**config.mk**
```make
export PLATFORM = sky130hd
export DESIGN_NAME = lsu_addr_gen_flat
export DESIGN_NICKNAME = d
export VERILOG_FILES = /design/src/rtl/lsu_addr_gen_pkg.sv /design/src/rtl/lsu_addr_gen_if.sv /design/src/rtl/lsu_addr_gen_fwd_mux.sv /design/src/rtl/lsu_addr_gen.sv /design/src/flat_wrapper.sv
export SDC_FILE = /design/constraint.sdc
export NUM_CORES = 1
export LEC_CHECK = 0
export CORE_ASPECT_RATIO = 1.4
export CORE_MARGIN = 10
export CORE_UTILIZATION = 45
export CTS_BUF_LIST = sky130_fd_sc_hd__clkbuf_4 sky130_fd_sc_hd__clkbuf_8
export CTS_CLUSTER_SIZE = 24
export DETAILED_ROUTE_END_ITERATION = 6
export PLACE_DENSITY = 0.84
export SLEW_MARGIN = 20
export SYNTH_ARGS = -nofsm -noshare
export SYNTH_HDL_FRONTEND = slang
export SYNTH_SLANG_ARGS = --single-unit
```
**constraint.sdc**
```tcl
create_clock -name addr_clk -period 3.3 [get_ports addr_clk]
set_input_delay 0.495 -clock addr_clk [delete_from_list [all_inputs] [get_ports addr_clk]]
set_output_delay 0.495 -clock addr_clk [all_outputs]
set_load 0.01 [all_outputs]
```
**src/rtl/lsu_addr_gen_pkg.sv**
```systemverilog
// Shared types and helpers for the LSU address generator.
// Access-size and FSM-state encodings plus lane-mask helpers.
package lsu_pkg;

  typedef enum logic [1:0] {
    SZ_B = 2'd0,
    SZ_H = 2'd1,
    SZ_W = 2'd2,
    SZ_D = 2'd3
  } access_size_e;

  typedef enum logic [1:0] {
    ST_IDLE  = 2'd0,
    ST_BEAT0 = 2'd1,
    ST_BEAT1 = 2'd2
  } lsu_state_e;

  // Base lane mask of an access, before shifting by the lane offset.
  function automatic logic [7:0] size_mask(access_size_e sz);
    logic [7:0] m;
    case (sz)
      SZ_B:    m = 8'h01;
      SZ_H:    m = 8'h03;
      SZ_W:    m = 8'h0F;
      SZ_D:    m = 8'hFF;
      default: m = 8'h00;
    endcase
    return m;
  endfunction

  // True when the lane offset is not a multiple of the access size.
  function automatic logic off_misaligned(access_size_e sz, logic [2:0] off);
    logic [2:0] low;
    case (sz)
      SZ_B:    low = 3'd0;
      SZ_H:    low = 3'd1;
      SZ_W:    low = 3'd3;
      SZ_D:    low = 3'd7;
      default: low = 3'd0;
    endcase
    return |(off & low);
  endfunction

endpackage

```
**src/rtl/lsu_addr_gen_if.sv**
```systemverilog
// Data-memory request port of the LSU address generator.
// master = address generator, slave = memory.
interface lsu_addr_gen_if #(
  parameter int DATA_WIDTH = 32
);
  localparam int BYTES = DATA_WIDTH / 8;
  localparam int OFF_W = $clog2(BYTES);

  logic                  mem_valid;
  logic                  mem_ready;
  logic [DATA_WIDTH-1:0] mem_addr;
  logic [BYTES-1:0]      mem_byte_en;
  logic                  mem_we;
  logic                  mem_sign;
  logic [1:0]            mem_size;
  logic [OFF_W-1:0]      mem_off;
  logic                  mem_last;

  modport master (
    output mem_valid, mem_addr, mem_byte_en, mem_we, mem_sign,
           mem_size, mem_off, mem_last,
    input  mem_ready
  );

  modport slave (
    input  mem_valid, mem_addr, mem_byte_en, mem_we, mem_sign,
           mem_size, mem_off, mem_last,
    output mem_ready
  );
endinterface

```
**src/rtl/lsu_addr_gen_fwd_mux.sv**
```systemverilog
// Priority forwarding mux for an operand: the youngest matching source
// (lowest index) wins; x0 is never forwarded. Purely combinational.
module lsu_fwd_mux #(
  parameter int DATA_WIDTH     = 32,
  parameter int GPR_ADDR_WIDTH = 5,
  parameter int NUM_FWD        = 3
) (
  input  logic [GPR_ADDR_WIDTH-1:0]         rs_idx,
  input  logic [DATA_WIDTH-1:0]             rs_data,
  input  logic [NUM_FWD-1:0]                fwd_vld,
  input  logic [NUM_FWD*GPR_ADDR_WIDTH-1:0] fwd_rd,
  input  logic [NUM_FWD*DATA_WIDTH-1:0]     fwd_data,
  output logic [DATA_WIDTH-1:0]             oper
);

  // Scan oldest to youngest so the lowest matching index overrides the rest.
  always_comb begin
    oper = rs_data;
    for (int k = NUM_FWD - 1; k >= 0; k--) begin
      if (fwd_vld[k] && (fwd_rd[k*GPR_ADDR_WIDTH +: GPR_ADDR_WIDTH] == rs_idx) &&
          (rs_idx != {GPR_ADDR_WIDTH{1'b0}})) begin
        oper = fwd_data[k*DATA_WIDTH +: DATA_WIDTH];
      end else begin
        oper = oper;
      end
    end
  end

endmodule

```
**src/rtl/lsu_addr_gen.sv**
```systemverilog
// EX-stage load/store address generator: forwards rs1, computes rs1+imm,
// lane enables and sign control, and issues one registered beat per cycle.
// Build option LSU_MISALIGN_SPLIT_EN: split misaligned accesses into two
// beats; when undefined, misaligned accesses are rejected via misalign_err.
module lsu_addr_gen
  import lsu_pkg::*;
#(
  parameter int DATA_WIDTH     = 32,
  parameter int GPR_ADDR_WIDTH = 5,
  parameter int NUM_FWD        = 3
) (
  input  logic                              addr_clk,
  input  logic                              addr_rst,
  input  logic                              req_valid,
  output logic                              req_ready,
  input  logic                              req_load,
  input  logic                              req_store,
  input  logic [1:0]                        req_size,
  input  logic                              req_unsigned,
  input  logic [GPR_ADDR_WIDTH-1:0]         rs1_idx,
  input  logic [DATA_WIDTH-1:0]             rs1_data,
  input  logic [DATA_WIDTH-1:0]             imm_val,
  input  logic [NUM_FWD-1:0]                fwd_vld,
  input  logic [NUM_FWD*GPR_ADDR_WIDTH-1:0] fwd_rd,
  input  logic [NUM_FWD*DATA_WIDTH-1:0]     fwd_data,
  lsu_addr_gen_if.master                    mem,
  output logic                              misalign_err
);

  localparam int BYTES = DATA_WIDTH / 8;
  localparam int OFF_W = $clog2(BYTES);
  localparam access_size_e MAX_SZ = (DATA_WIDTH == 64) ? SZ_D : SZ_W;
`ifdef LSU_MISALIGN_SPLIT_EN
  localparam logic SPLIT_EN = 1'b1;
`else
  localparam logic SPLIT_EN = 1'b0;
`endif

  logic [DATA_WIDTH-1:0]  oper_s, ea_s;
  logic [OFF_W-1:0]       off_s;
  access_size_e           size_s;
  logic [2*BYTES-1:0]     wide_be_s;
  logic                   legal_s, misalign_s, split_s, sign_s;
  logic                   accept_s, launch_s, reject_s;
  lsu_state_e             state_r, state_nxt_s;

  logic                   mem_valid_r, mem_we_r, mem_sign_r, mem_last_r, err_r;
  logic [DATA_WIDTH-1:0]  mem_addr_r;
  logic [BYTES-1:0]       mem_be_r, hi_be_r;
  logic [1:0]             mem_size_r;
  logic [OFF_W-1:0]       mem_off_r;

  lsu_fwd_mux #(
    .DATA_WIDTH    (DATA_WIDTH),
    .GPR_ADDR_WIDTH(GPR_ADDR_WIDTH),
    .NUM_FWD       (NUM_FWD)
  ) u_fwd_mux (
    .rs_idx  (rs1_idx),
    .rs_data (rs1_data),
    .fwd_vld (fwd_vld),
    .fwd_rd  (fwd_rd),
    .fwd_data(fwd_data),
    .oper    (oper_s)
  );

  assign size_s     = access_size_e'(req_size);
  assign ea_s       = oper_s + imm_val;
  assign off_s      = ea_s[OFF_W-1:0];
  // Low half is the first-beat (or only-beat) mask, high half the spill-over.
  assign wide_be_s  = (2*BYTES)'(size_mask(size_s)) << off_s;
  assign legal_s    = (DATA_WIDTH == 64) || (size_s != SZ_D);
  assign misalign_s = !legal_s || off_misaligned(size_s, 3'(off_s));
  assign split_s    = SPLIT_EN && legal_s && misalign_s;
  assign sign_s     = req_load && !req_unsigned && (size_s != MAX_SZ);
  assign accept_s   = req_valid && req_ready && (req_load ^ req_store);
  assign launch_s   = accept_s && (!misalign_s || split_s);
  assign reject_s   = accept_s && misalign_s && !split_s;

  // FSM state register.
  always_ff @(posedge addr_clk or negedge addr_rst) begin
    if (!addr_rst) begin
      state_r <= ST_IDLE;
    end else begin
      state_r <= state_nxt_s;
    end
  end

  // FSM next state: a consumed final beat may immediately launch the next access.
  always_comb begin
    state_nxt_s = state_r;
    case (state_r)
      ST_IDLE: begin
        if (launch_s) state_nxt_s = ST_BEAT0;
        else          state_nxt_s = ST_IDLE;
      end
      ST_BEAT0: begin
        if (!mem.mem_ready)   state_nxt_s = ST_BEAT0;
        else if (!mem_last_r) state_nxt_s = ST_BEAT1;
        else if (launch_s)    state_nxt_s = ST_BEAT0;
        else                  state_nxt_s = ST_IDLE;
      end
      ST_BEAT1: begin
        if (!mem.mem_ready) state_nxt_s = ST_BEAT1;
        else if (launch_s)  state_nxt_s = ST_BEAT0;
        else                state_nxt_s = ST_IDLE;
      end
      default: state_nxt_s = ST_IDLE;
    endcase
  end

  // FSM outputs: accept a new request only when the final beat is leaving.
  always_comb begin
    req_ready = 1'b0;
    case (state_r)
      ST_IDLE:  req_ready = 1'b1;
      ST_BEAT0: req_ready = mem.mem_ready && mem_last_r;
      ST_BEAT1: req_ready = mem.mem_ready && mem_last_r;
      default:  req_ready = 1'b0;
    endcase
  end

  // Beat registers: load on launch, advance to the second beat, clear when drained, hold on stall.
  always_ff @(posedge addr_clk or negedge addr_rst) begin
    if (!addr_rst) begin
      mem_valid_r <= 1'b0;
      mem_addr_r  <= {DATA_WIDTH{1'b0}};
      mem_be_r    <= {BYTES{1'b0}};
      hi_be_r     <= {BYTES{1'b0}};
      mem_we_r    <= 1'b0;
      mem_sign_r  <= 1'b0;
      mem_size_r  <= 2'd0;
      mem_off_r   <= {OFF_W{1'b0}};
      mem_last_r  <= 1'b0;
      err_r       <= 1'b0;
    end else begin
      err_r <= reject_s;
      if (launch_s) begin
        mem_valid_r <= 1'b1;
        mem_addr_r  <= split_s ? {ea_s[DATA_WIDTH-1:OFF_W], {OFF_W{1'b0}}} : ea_s;
        mem_be_r    <= wide_be_s[BYTES-1:0];
        hi_be_r     <= wide_be_s[2*BYTES-1:BYTES];
        mem_we_r    <= req_store;
        mem_sign_r  <= sign_s;
        mem_size_r  <= req_size;
        mem_off_r   <= off_s;
        mem_last_r  <= !split_s;
      end else if (mem_valid_r && mem.mem_ready && !mem_last_r) begin
        mem_addr_r  <= mem_addr_r + DATA_WIDTH'(BYTES);
        mem_be_r    <= hi_be_r;
        mem_last_r  <= 1'b1;
      end else if (mem_valid_r && mem.mem_ready) begin
        mem_valid_r <= 1'b0;
        mem_addr_r  <= {DATA_WIDTH{1'b0}};
        mem_be_r    <= {BYTES{1'b0}};
        hi_be_r     <= {BYTES{1'b0}};
        mem_we_r    <= 1'b0;
        mem_sign_r  <= 1'b0;
        mem_size_r  <= 2'd0;
        mem_off_r   <= {OFF_W{1'b0}};
        mem_last_r  <= 1'b0;
      end else begin
        mem_valid_r <= mem_valid_r;
      end
    end
  end

  assign mem.mem_valid   = mem_valid_r;
  assign mem.mem_addr    = mem_addr_r;
  assign mem.mem_byte_en = mem_be_r;
  assign mem.mem_we      = mem_we_r;
  assign mem.mem_sign    = mem_sign_r;
  assign mem.mem_size    = mem_size_r;
  assign mem.mem_off     = mem_off_r;
  assign mem.mem_last    = mem_last_r;
  assign misalign_err    = err_r;

endmodule

```
**src/flat_wrapper.sv**
```systemverilog
// flat-port wrapper written by rule: the top's interface ports become plain ports
module lsu_addr_gen_flat import lsu_pkg::*;
#(
  parameter int DATA_WIDTH     = 32,
  parameter int GPR_ADDR_WIDTH = 5,
  parameter int NUM_FWD        = 3
)
  (addr_clk, addr_rst, req_valid, req_ready, req_load, req_store, req_size, req_unsigned, rs1_idx, rs1_data, imm_val, fwd_vld, fwd_rd, fwd_data, misalign_err, mem_mem_valid, mem_mem_addr, mem_mem_byte_en, mem_mem_we, mem_mem_sign, mem_mem_size, mem_mem_off, mem_mem_last, mem_mem_ready);
  lsu_addr_gen_if #(.DATA_WIDTH(DATA_WIDTH)) mem_i ();
  input  logic addr_clk;
  input  logic addr_rst;
  input  logic req_valid;
  output logic req_ready;
  input  logic req_load;
  input  logic req_store;
  input  logic [1:0] req_size;
  input  logic req_unsigned;
  input  logic [GPR_ADDR_WIDTH-1:0] rs1_idx;
  input  logic [DATA_WIDTH-1:0] rs1_data;
  input  logic [DATA_WIDTH-1:0] imm_val;
  input  logic [NUM_FWD-1:0] fwd_vld;
  input  logic [NUM_FWD*GPR_ADDR_WIDTH-1:0] fwd_rd;
  input  logic [NUM_FWD*DATA_WIDTH-1:0] fwd_data;
  output logic misalign_err;
  output wire logic [$bits(mem_i.mem_valid)-1:0] mem_mem_valid;
  output wire logic [$bits(mem_i.mem_addr)-1:0] mem_mem_addr;
  output wire logic [$bits(mem_i.mem_byte_en)-1:0] mem_mem_byte_en;
  output wire logic [$bits(mem_i.mem_we)-1:0] mem_mem_we;
  output wire logic [$bits(mem_i.mem_sign)-1:0] mem_mem_sign;
  output wire logic [$bits(mem_i.mem_size)-1:0] mem_mem_size;
  output wire logic [$bits(mem_i.mem_off)-1:0] mem_mem_off;
  output wire logic [$bits(mem_i.mem_last)-1:0] mem_mem_last;
  input wire logic [$bits(mem_i.mem_ready)-1:0] mem_mem_ready;
  assign mem_mem_valid = mem_i.mem_valid;
  assign mem_mem_addr = mem_i.mem_addr;
  assign mem_mem_byte_en = mem_i.mem_byte_en;
  assign mem_mem_we = mem_i.mem_we;
  assign mem_mem_sign = mem_i.mem_sign;
  assign mem_mem_size = mem_i.mem_size;
  assign mem_mem_off = mem_i.mem_off;
  assign mem_mem_last = mem_i.mem_last;
  assign mem_i.mem_ready = mem_mem_ready;
  lsu_addr_gen #(.DATA_WIDTH(DATA_WIDTH), .GPR_ADDR_WIDTH(GPR_ADDR_WIDTH), .NUM_FWD(NUM_FWD)) u_core (.addr_clk(addr_clk), .addr_rst(addr_rst), .req_valid(req_valid), .req_ready(req_ready), .req_load(req_load), .req_store(req_store), .req_size(req_size), .req_unsigned(req_unsigned), .rs1_idx(rs1_idx), .rs1_data(rs1_data), .imm_val(imm_val), .fwd_vld(fwd_vld), .fwd_rd(fwd_rd), .fwd_data(fwd_data), .mem(mem_i), .misalign_err(misalign_err));
endmodule
```
* Word level (Yosys, flattened, before mapping) *
Cells that the tools add are included.

storage, ports and cells
  register bits after elaboration = 51
  input bits = 192
  word-level logic and storage cells = 85

cells by class
  add/subtract/negate cells = 2
  equality and inequality tests = 11
  shift operators = 1
  multiplexer cells = 30
  bitwise gates (word level) = 2
  reductions and logical operators = 28

operators by type and width
  operator               count
  $mux 32                6
  $add 32x3->32 const B  1
  $add 32x32->32         1
  $pmux 8 s4             1
  $mux 4                 5
  $eq 5x5->1             3
  $logic_and 1x1->1      15
  $mux 2                 7
  $pmux 3 s4             1
  $mux 1                 8
  $shl 8x2->8            1
  $eq 2x2->1 const B     3
  $pmux 2 s3             1
  $reduce_bool 5->1      1
  $eq 2x1->1 const B     2
  $logic_not 1->1        4
  $logic_not 2->1        2
  $ne 2x2->1 const B     2
  $and 2x3->3            1
  $reduce_bool 3->1      1
  $reduce_or 3->1        1
  $ne 2x1->1 const B     1
  $pmux 1 s2             1
  $reduce_and 2->1       1
  4 further kinds        4

* Logic depth before layout (Yosys ltp) *
Gate-level depths: netlist of the first run.

  depth after elaboration = 16
  depth in mapped cells = 20

* Hierarchy *
Synthesis of the first run repeated with hierarchy kept, for this count alone.

unflattened totals
  cells, all modules = 773
  area, all modules = 6,063.3 um^2

by module, submodules not included
  module        instances  cells an instance  area an instance (um^2)
  lsu_addr_gen  1          581                4,695.8
  lsu_fwd_mux   1          192                1,367.6

* Worst setup path before layout of the first run *
No wires, ideal clock.

  kind = in2reg
  from = input rs1_idx[1]
  to = register u_core.mem_addr_r[27] (netlist: u_core.mem.mem_addr[27])
  setup time = 0.090 ns
  arrival time = 4.186 ns
  required time = 3.210 ns
  setup slack = -0.976 ns
  stages on the path = 18
  buffers on the path = 4
  cell sequence = or4_4 -> nor2_4 -> or4_1 -> buf_4 -> clkbuf_1 -> nor2_1 -> a211oi_1 -> a21o_1 -> ha_1 -> inv_1 -> fa_1 -> a21o_1 -> nor2b_1 -> buf_2 -> or3_1 -> buf_2 -> or3_1 -> o221ai_1

on the way
  longest elaborated chain between the ends = 13
  elaborated cells between the ends (all ways) = 21
  those cells by class = 1 x add/sub; 3 x eq/ne; 4 x mux; 1 x bitwise; 12 x reduce/logical

ends and longest elaborated chain
  element                                                               RTL line                    RTL
  from (decl)                                                           flat_wrapper.sv:18          input logic [GPR_ADDR_WIDTH-1:0] rs1_idx;
  $eq 5x5->1                                                            lsu_addr_gen_fwd_mux.sv:20  if (fwd_vld[k] && (fwd_rd[k*GPR_ADDR_WIDTH +: GPR_ADDR_WIDTH] == rs_idx) &&
  $logic_and 1x1->1 (2 in series)                                       lsu_addr_gen_fwd_mux.sv:20
  $mux 32 (2 in series)                                                 lsu_addr_gen_fwd_mux.sv:20
  $mux 32 (*)                                                           lsu_addr_gen_fwd_mux.sv:20
  $add 32x32->32 (*)                                                    lsu_addr_gen.sv:67          assign ea_s = oper_s + imm_val;
  $and 2x3->3                                                           lsu_addr_gen_pkg.sv:41      return |(off & low);
  $reduce_or 3->1                                                       lsu_addr_gen_pkg.sv:41
  $logic_or 1x1->1                                                      lsu_addr_gen.sv:72          assign misalign_s = !legal_s || off_misaligned(size_s, 3'(off_s));
  $logic_not 1->1                                                       lsu_addr_gen.sv:76          assign launch_s = accept_s && (!misalign_s || split_s);
  $logic_and 1x1->1                                                     lsu_addr_gen.sv:76
  $reduce_bool 3->1 (no source line) / $mux 32 (equally long branches)  n/a
  to (signal assigned)                                                  lsu_addr_gen.sv:126         mem_addr_r <= {DATA_WIDTH{1'b0}};
  to (signal assigned)                                                  lsu_addr_gen.sv:139         mem_addr_r <= split_s ? {ea_s[DATA_WIDTH-1:OFF_W], {OFF_W{1'b0}}} : ea_s;
  to (signal assigned)                                                  lsu_addr_gen.sv:148         mem_addr_r <= mem_addr_r + DATA_WIDTH'(BYTES);
  to (decl)                                                             lsu_addr_gen.sv:48          logic [DATA_WIDTH-1:0] mem_addr_r;

Mark *: on every way between the ends. The rest lies on a longest branch, timed or not.
A chain may end at the register's enable or synchronous reset.

* Worst setup path in the final report of the first run *
  from = input rs1_idx[3]
  to = register u_core.mem_addr_r[16] (netlist: u_core.mem.mem_addr[16])

Same word-level chain as after synthesis.

==> results of run 1 <==
[flip-flops by register name (all words and copies together), names as in the netlist]
name                    count
u_core.misalign_err         1
u_core.state_r              2
u_core.hi_be_r              4
u_core.mem.mem_off          2
u_core.mem.mem_sign         1
u_core.mem.mem_addr        32
u_core.mem.mem_size         2
u_core.mem.mem_byte_en      4
u_core.mem.mem_we           1
u_core.mem.mem_last         1
u_core.mem.mem_valid        1
[power groups by stage]
stage	clock network [mW]	logic [mW]	registers, mW
2_1_floorplan	0	1.08	1.21
3_3_place_gp	0	2.36	1.17
5_1_grt	0.465	3.24	1.25
3_5_place_dp	0	2.40	1.17
4_1_cts	0.441	2.71	1.18
6_report	0.443	3.08	1.22
[worst register-to-register path, stage by stage, from the launching register on]
cell	delay, ps
dfrtp_1	400
inv_1	80
ha_1	280
a31oi_1	110
or4b_1	660
nor2b_4	180
buf_6	140
or3_4	200
nor2_1	60
nor2_1	240
nor3_2	70
o22a_1	200
[placed cells by master (no fill, tap or decap), types with 11 or more instances in the layout]
| cell | synthesis | final |
|---|---|---|
| clkdlybuf4s50_1 | 0 | 218 |
| buf_4 | 1 | 134 |
| nor2_1 | 80 | 73 |
| dfrtp_1 | 51 | 51 |
| nand2_1 | 62 | 49 |
| a21o_1 | 45 | 45 |
| mux2i_1 | 39 | 35 |
| buf_6 | 0 | 30 |
| a21oi_1 | 48 | 29 |
| a211oi_1 | 45 | 24 |
| ha_1 | 38 | 21 |
| xor2_1 | 25 | 20 |
| a211oi_2 | 0 | 20 |
| o21ai_1 | 22 | 17 |
| ha_4 | 0 | 17 |
| xnor2_1 | 22 | 15 |
| nand3_1 | 16 | 14 |
| a21oi_2 | 0 | 13 |
| nor3_1 | 18 | 11 |
[per-layer routing]
metal | track usage | part of all wire | vias to the layer above
li1 | - | - | 3402
met5 | 0 | 0 | -
met4 | 0.205 | 0.083 | 0
met2 | 0.551 | 0.51 | 635
met3 | 0.0666 | 0.087 | 218
met1 | 0.279 | 0.32 | 3729
[layout make-up]
| cell class | instances | area, um2 |
|---|---|---|
| multi-input cells | 610 | 5110 |
| flip-flops and latches | 51 | 1280 |
| diodes | 1 | 2.50 |
| fillers | 599 | 1660 |
| clock buffers | 5 | 68.8 |
| clock inverters | 2 | 37.5 |
| inverters | 11 | 41.3 |
| repair buffers | 410 | 3870 |
| well taps | 150 | 188 |
[through the flow]
stage / instances / setup WS, ps
3_5_place_dp: 1187 / -1640
4_1_cts: 1228 / -601
6_report: 1240 / -1020
3_3_place_gp: 1187 / -1560
2_1_floorplan: 710 / -680
5_1_grt: 1239 / -1150
[worst max-delay path by stage]
stage | start | end | slack, ps | cells after the start
4_1_cts | rs1_idx[3] | u_core.mem.mem_addr[20] | -600 | 19
2_1_floorplan | rs1_idx[4] | u_core.mem.mem_addr[27] | -680 | 18
3_3_place_gp | rs1_idx[3] | u_core.mem.mem_addr[24] | -1560 | 19
6_report | rs1_idx[3] | u_core.mem.mem_addr[16] | -1020 | 21
5_1_grt | rs1_idx[3] | u_core.mem.mem_addr[16] | -1150 | 21
3_5_place_dp | rs1_idx[3] | u_core.mem.mem_addr[30] | -1640 | 19
[kinds of logic (layout without fill, tap and decap cells)]
group                    count (synthesis)  in the layout  synth area share
multiplexers                            40             40            0.0720
other                                    0              1                 0
AND/OR/NAND/NOR                        243            247             0.212
buffers and inverters                   53            428            0.0372
flip-flops                              51             51             0.229
adder cells (fa/ha/maj)                 39             39            0.0888
XOR/XNOR                                47             47            0.0737
AO/OA/AOI/OAI                          237            237             0.288
[what timing repair did]
| action | 4_1_cts | 5_1_grt |
|---|---|---|
| gates resized for setup | 160 | 91 |
| pin swaps | 90 | 67 |
| cloned | 8 | 0 |
| setup endpoints to repair | 50 | 49 |
| buffers inserted | 27 | 15 |
==> flow_metrics.env, run 1 <==
export IMPL_status="complete, but fails checks"
export IMPL_violations="setup timing"
export IMPL_worstPathRequired_ps=3490
export IMPL_yosysUniqueCellTypes=63
export IMPL_crit_path_max_incr_delay_ps=530
export IMPL_syn_nets=941
export IMPL_synth_edff_count=0
export IMPL_slowest_stage="or4_4"
export IMPL_place_area_um2=9050
export IMPL_syn_to_final_growth_pct=89.7
export IMPL_finalHoldViolCount=0
export IMPL_synth_cells=710
export IMPL_power_share_clock=0.093
export IMPL_die_width_um=114
export IMPL_path_clk_slew_ps=100
export IMPL_drt_iter0_drc=733
export IMPL_yosysWarnings=0
export IMPL_htree_levels=2
export IMPL_worstSetupPathType="primary input to flop"
export IMPL_ys_top_cells_by_count="nor2_1 (80), nand2_1 (62), dfrtp_1 (51)"
export IMPL_clk_latency_ps=320
export IMPL_rsz0062_at_grt="true"
export IMPL_crit_path_end_kind="flop"
export IMPL_holdWs_ps=219
export IMPL_async_flop_share=1.00
export IMPL_start_util=0.456
export IMPL_grt_first_pass_wirelength_mm=41.2
export IMPL_num_vias=7984
export IMPL_grt_pass1_vias=8019
export IMPL_cap_violations=0
export IMPL_fin_crit_ps=4320
export IMPL_fin_area_um2=10600
export IMPL_cts_root_buf="clkbuf_8"
export IMPL_cts_sinks=51
export IMPL_placeableCoreArea_um2=12300
export IMPL_r2r_cells=11
export IMPL_synth_largest_area_cell="dfrtp_1"
export IMPL_switchingPower_mw=2.06
export IMPL_hp_class="primary input to async pin"
export IMPL_setup_ws_ps=-1020
export IMPL_cp_max_fo=8
export IMPL_startpoint_type="primary input"
export IMPL_worst_slew_pin_slew_ps=766
export IMPL_max_slew_margin=0.485
export IMPL_drc_errors=0
export IMPL_yosysSeqAreaShare=0.229
export IMPL_io_pin_count=238
export IMPL_cts_hold_buf=0
export IMPL_finalSetupViolCount=49
export IMPL_fin_nets=1320
export IMPL_rr_startpoint="u_core.state_r[0]"
export IMPL_grt_overflow_total=0
export IMPL_seq_power_share=0.258
export IMPL_drive_gt1_frac=0.311
export IMPL_syn_area_um2=5580
export IMPL_maxSlewViolCount=0
export IMPL_synthTopCellsByArea="dfrtp_1 (23%), ha_1 (8.5%), mux2i_1 (7.0%), a211oi_1 (6.1%), a21o_1 (6.1%)"
export IMPL_fin_tns_setup_ps=-30540
export IMPL_die_area_um2=17300
export IMPL_p_sw_frac=0.434
export IMPL_wirelength_mm=31.0
export IMPL_synth_top_cell_area_share=0.229
export IMPL_syn_avg_cell_area_um2=7.86
export IMPL_ant_nets=0
export IMPL_max_clock_path_buffers=2
export IMPL_p_per_area_nw_per_um2=448
export IMPL_path_buf_inv=7
export IMPL_wl_per_cell_um=25.0
export IMPL_power_mw=4.74
export IMPL_final_core_util=0.864
export IMPL_place_port_buffers=237
export IMPL_cts_tree="built"
export IMPL_leakagePower_nw=4.53
export IMPL_yosys_cell_count_top_type="nor2_1"
export IMPL_die_h_um=152
export IMPL_max_freq_mhz=232
export IMPL_fp_row_count=48
export IMPL_r2r_slack_ps=580
export IMPL_intPower_mw=2.69
export IMPL_dpl_hpwl_mm=18.7
export IMPL_rr_endpoint="u_core.mem.mem_addr[20]"
export IMPL_synth_ff_type="dfrtp_1"
export IMPL_cpLargestDelayFamily="compound AO/OA/AOI/OAI gates"
export IMPL_cts_buffers=5
export IMPL_antenna_found_initial=0
export IMPL_grt_start_max_net_pins=34
export IMPL_finClkSkew_ps=8.57
export IMPL_gp_congestion=0.960
export IMPL_grt_use_total=0.296
export IMPL_vias_per_cell=6.44
export IMPL_vdd_ir_drop_max_v=0.000240
export IMPL_dr_pass1_iters=6
export IMPL_path_cells="buf_8 -> buf_6 -> or4_4 -> nor2_4 -> nor4_4 -> buf_6 -> buf_6 -> buf_4 -> mux2i_2 -> a211oi_1 -> a21o_1 -> ha_4 -> buf_4 -> nand3_1 -> o211ai_1 -> buf_4 -> o21ai_2 -> a21oi_2 -> o41ai_2 -> xor2_1 -> o221ai_1"
export IMPL_timing_final_crit_share=1.31
export IMPL_arrival_ps=4510
export IMPL_combPwrFrac=0.649
export IMPL_ys_ff_latch=51
Note: power is estimated with default switching activity, not from simulation.
==> run 2, diff against run 1 <==
==> constraint.sdc (replaced) <==
create_clock -name addr_clk -period 4.3 [get_ports addr_clk]
set_input_delay 0.645 -clock addr_clk [delete_from_list [all_inputs] [get_ports addr_clk]]
set_output_delay 0.645 -clock addr_clk [all_outputs]
set_load 0.01 [all_outputs]
==> run 2 against run 1 <==
The run still ends with setup timing left. Core utilization shrank 6.1 points. Combinational power shrank 35%. Cell count shrank 2.7%. Setup slack gained 880 ps. Clock skew shrank 1.4 ps. Power shrank 31%. Non-clock buffer count shrank 28. Critical path type unchanged. Largest cell class unchanged. Largest power group unchanged.
==> flow_metrics.env, run 2 (synthesis gave the netlist of run 1 again) <==
export IMPL_status="complete, but fails checks"
export IMPL_violations="setup timing"
export IMPL_layout_commonest_cell="clkdlybuf4s50_1"
export IMPL_drive_gt1_frac=0.214
export IMPL_layout_common_cells="clkdlybuf4s50_1 (225), buf_4 (127), nor2_1 (75), nand2_1 (62), dfrtp_1 (51)"
export IMPL_worstPathRequired_ps=4510
export IMPL_r2r_slack_ps=1490
export IMPL_rsz0062_at_grt="true"
export IMPL_leakagePower_nw=4.25
export IMPL_rr_startpoint="u_core.mem.mem_last"
export IMPL_grt_overflow_total=0
export IMPL_start_util=0.456
export IMPL_die_h_um=152
export IMPL_die_area_um2=17300
export IMPL_cp_max_fo=9
export IMPL_setup_ws_ps=-141
export IMPL_drt_iter0_drc=627
export IMPL_fin_crit_ps=4440
export IMPL_grt_use_total=0.252
export IMPL_path_clk_slew_ps=90
export IMPL_vdd_ir_drop_max_v=0.000188
export IMPL_fin_nets=1288
export IMPL_place_area_um2=9030
export IMPL_htree_levels=2
export IMPL_gp_congestion=0.976
export IMPL_place_port_buffers=237
export IMPL_p_per_area_nw_per_um2=332
export IMPL_syn_to_final_growth_pct=76.3
export IMPL_wirelength_mm=26.7
export IMPL_cts_root_buf="clkbuf_8"
export IMPL_fp_row_count=48
export IMPL_worstSetupPathType="primary input to flop"
export IMPL_drc_errors=0
export IMPL_max_clock_path_buffers=2
export IMPL_hp_class="primary input to async pin"
export IMPL_finalSetupViolCount=7
export IMPL_clk_latency_ps=320
export IMPL_dpl_hpwl_mm=18.7
export IMPL_grt_pass1_vias=7101
export IMPL_startpoint="fwd_vld[1]"
export IMPL_grt_first_pass_wirelength_mm=35.6
export IMPL_dr_pass1_iters=7
export IMPL_max_slew_margin=0.511
export IMPL_num_vias=7430
export IMPL_finClkSkew_ps=7.16
export IMPL_maxSlewViolCount=0
export IMPL_largest_reg_flops=32
export IMPL_worst_slew_pin_slew_ps=734
export IMPL_finalHoldViolCount=0
export IMPL_placeableCoreArea_um2=12300
export IMPL_antenna_cells=0
export IMPL_crit_path_end_kind="flop"
export IMPL_rr_endpoint="u_core.mem.mem_addr[30]"
export IMPL_io_pin_count=238
export IMPL_cap_violations=0
export IMPL_ant_nets=0
export IMPL_startpoint_type="primary input"
export IMPL_cts_hold_buf=0
export IMPL_fin_area_um2=9840
export IMPL_arrival_ps=4650
export IMPL_cts_tree="built"
export IMPL_grt_start_max_net_pins=52
export IMPL_final_core_util=0.803
export IMPL_wl_per_cell_um=22.1
export IMPL_cts_sinks=51
export IMPL_r2r_cells=8
export IMPL_die_width_um=114
export IMPL_timing_final_crit_share=1.03
export IMPL_cts_buffers=5
export IMPL_vias_per_cell=6.16
export IMPL_antenna_found_initial=0
export IMPL_max_freq_mhz=225
run 2: cell count changes in the layout (fill, tap and decap cells not counted), sizes merged:
cell,change
buf,-35
clkdlybuf4s50,+7
dlygate4sd2,-7
dlymetal6s2s,+4
clkbuf,+3
or3,-3
diode,-1
nand2,-1
run 2: worst max path at each step:
stage | endpoint | cells past startpoint
2_1_floorplan | u_core.mem.mem_addr[27] | 18
3_5_place_dp | u_core.mem.mem_addr[31] | 18
4_1_cts | u_core.mem.mem_addr[30] | 20
3_3_place_gp | u_core.mem.mem_addr[20] | 17
5_1_grt | u_core.mem.mem_addr[10] | 20
6_report | u_core.mem.mem_addr[10] | 17
run 2: per-stage QoR:
step           setup TNS, ps  setup WS (ps)  cells  power (mW)  hold slack [ps]
5_1_grt                -2150           -208   1207        3.46              478
6_report                -426           -141   1207        3.27              421
3_3_place_gp          -12160           -513   1184        2.69              457
2_1_floorplan              0           1.35    710        1.73              349
3_5_place_dp          -16570           -695   1184        2.75              473
4_1_cts                    0           19.8   1195        3.12              440
run 2: worst max-delay path, stage by stage:
cell and delay, ps:
clkdlybuf4s50_1 500, nand4_1 150, or4_4 700, clkbuf_16 220, a211oi_1 270, a21o_1 160, ha_4 200, o211ai_1 350
a21oi_2 110, buf_4 150, buf_4 130, o31a_1 290, o21ai_1 130, nand2b_1 100, a31oi_1 240, xor2_1 200
a21oi_1 90
run 2: where the power goes:
| part | leakage [nW] | total, mW | switching (mW) | internal [mW] |
|---|---|---|---|---|
| Combinational | 3.55 | 2.00 | 0.906 | 1.09 |
| Sequential | 0.651 | 0.933 | 0.274 | 0.660 |
| Clock | 0.0502 | 0.340 | 0.169 | 0.170 |
run 2: cell type report:
type / instances / area (um2)
Clock buffer: 5 / 68.8
Clock inverter: 2 / 37.5
Tap cell: 150 / 188
Fill cell: 752 / 2410
Inverter: 11 / 41.3
Multi-Input combinational cell: 606 / 4560
Timing Repair Buffer: 382 / 3670
Sequential cell: 51 / 1280
run 2: layer usage:
metal	global-route usage	wire length (um)
met5	0	0
met4	0.0892	1440
met3	0.0646	2260
met2	0.489	14100
met1	0.249	8920
run 2: repair_timing:
item	in CTS	in global routing
cloned	1	4
endpoints found under the setup margin	24	22
setup buffers	4	8
endpoints found under the hold margin	0	0
pin swaps	9	33
gates resized for setup	27	72
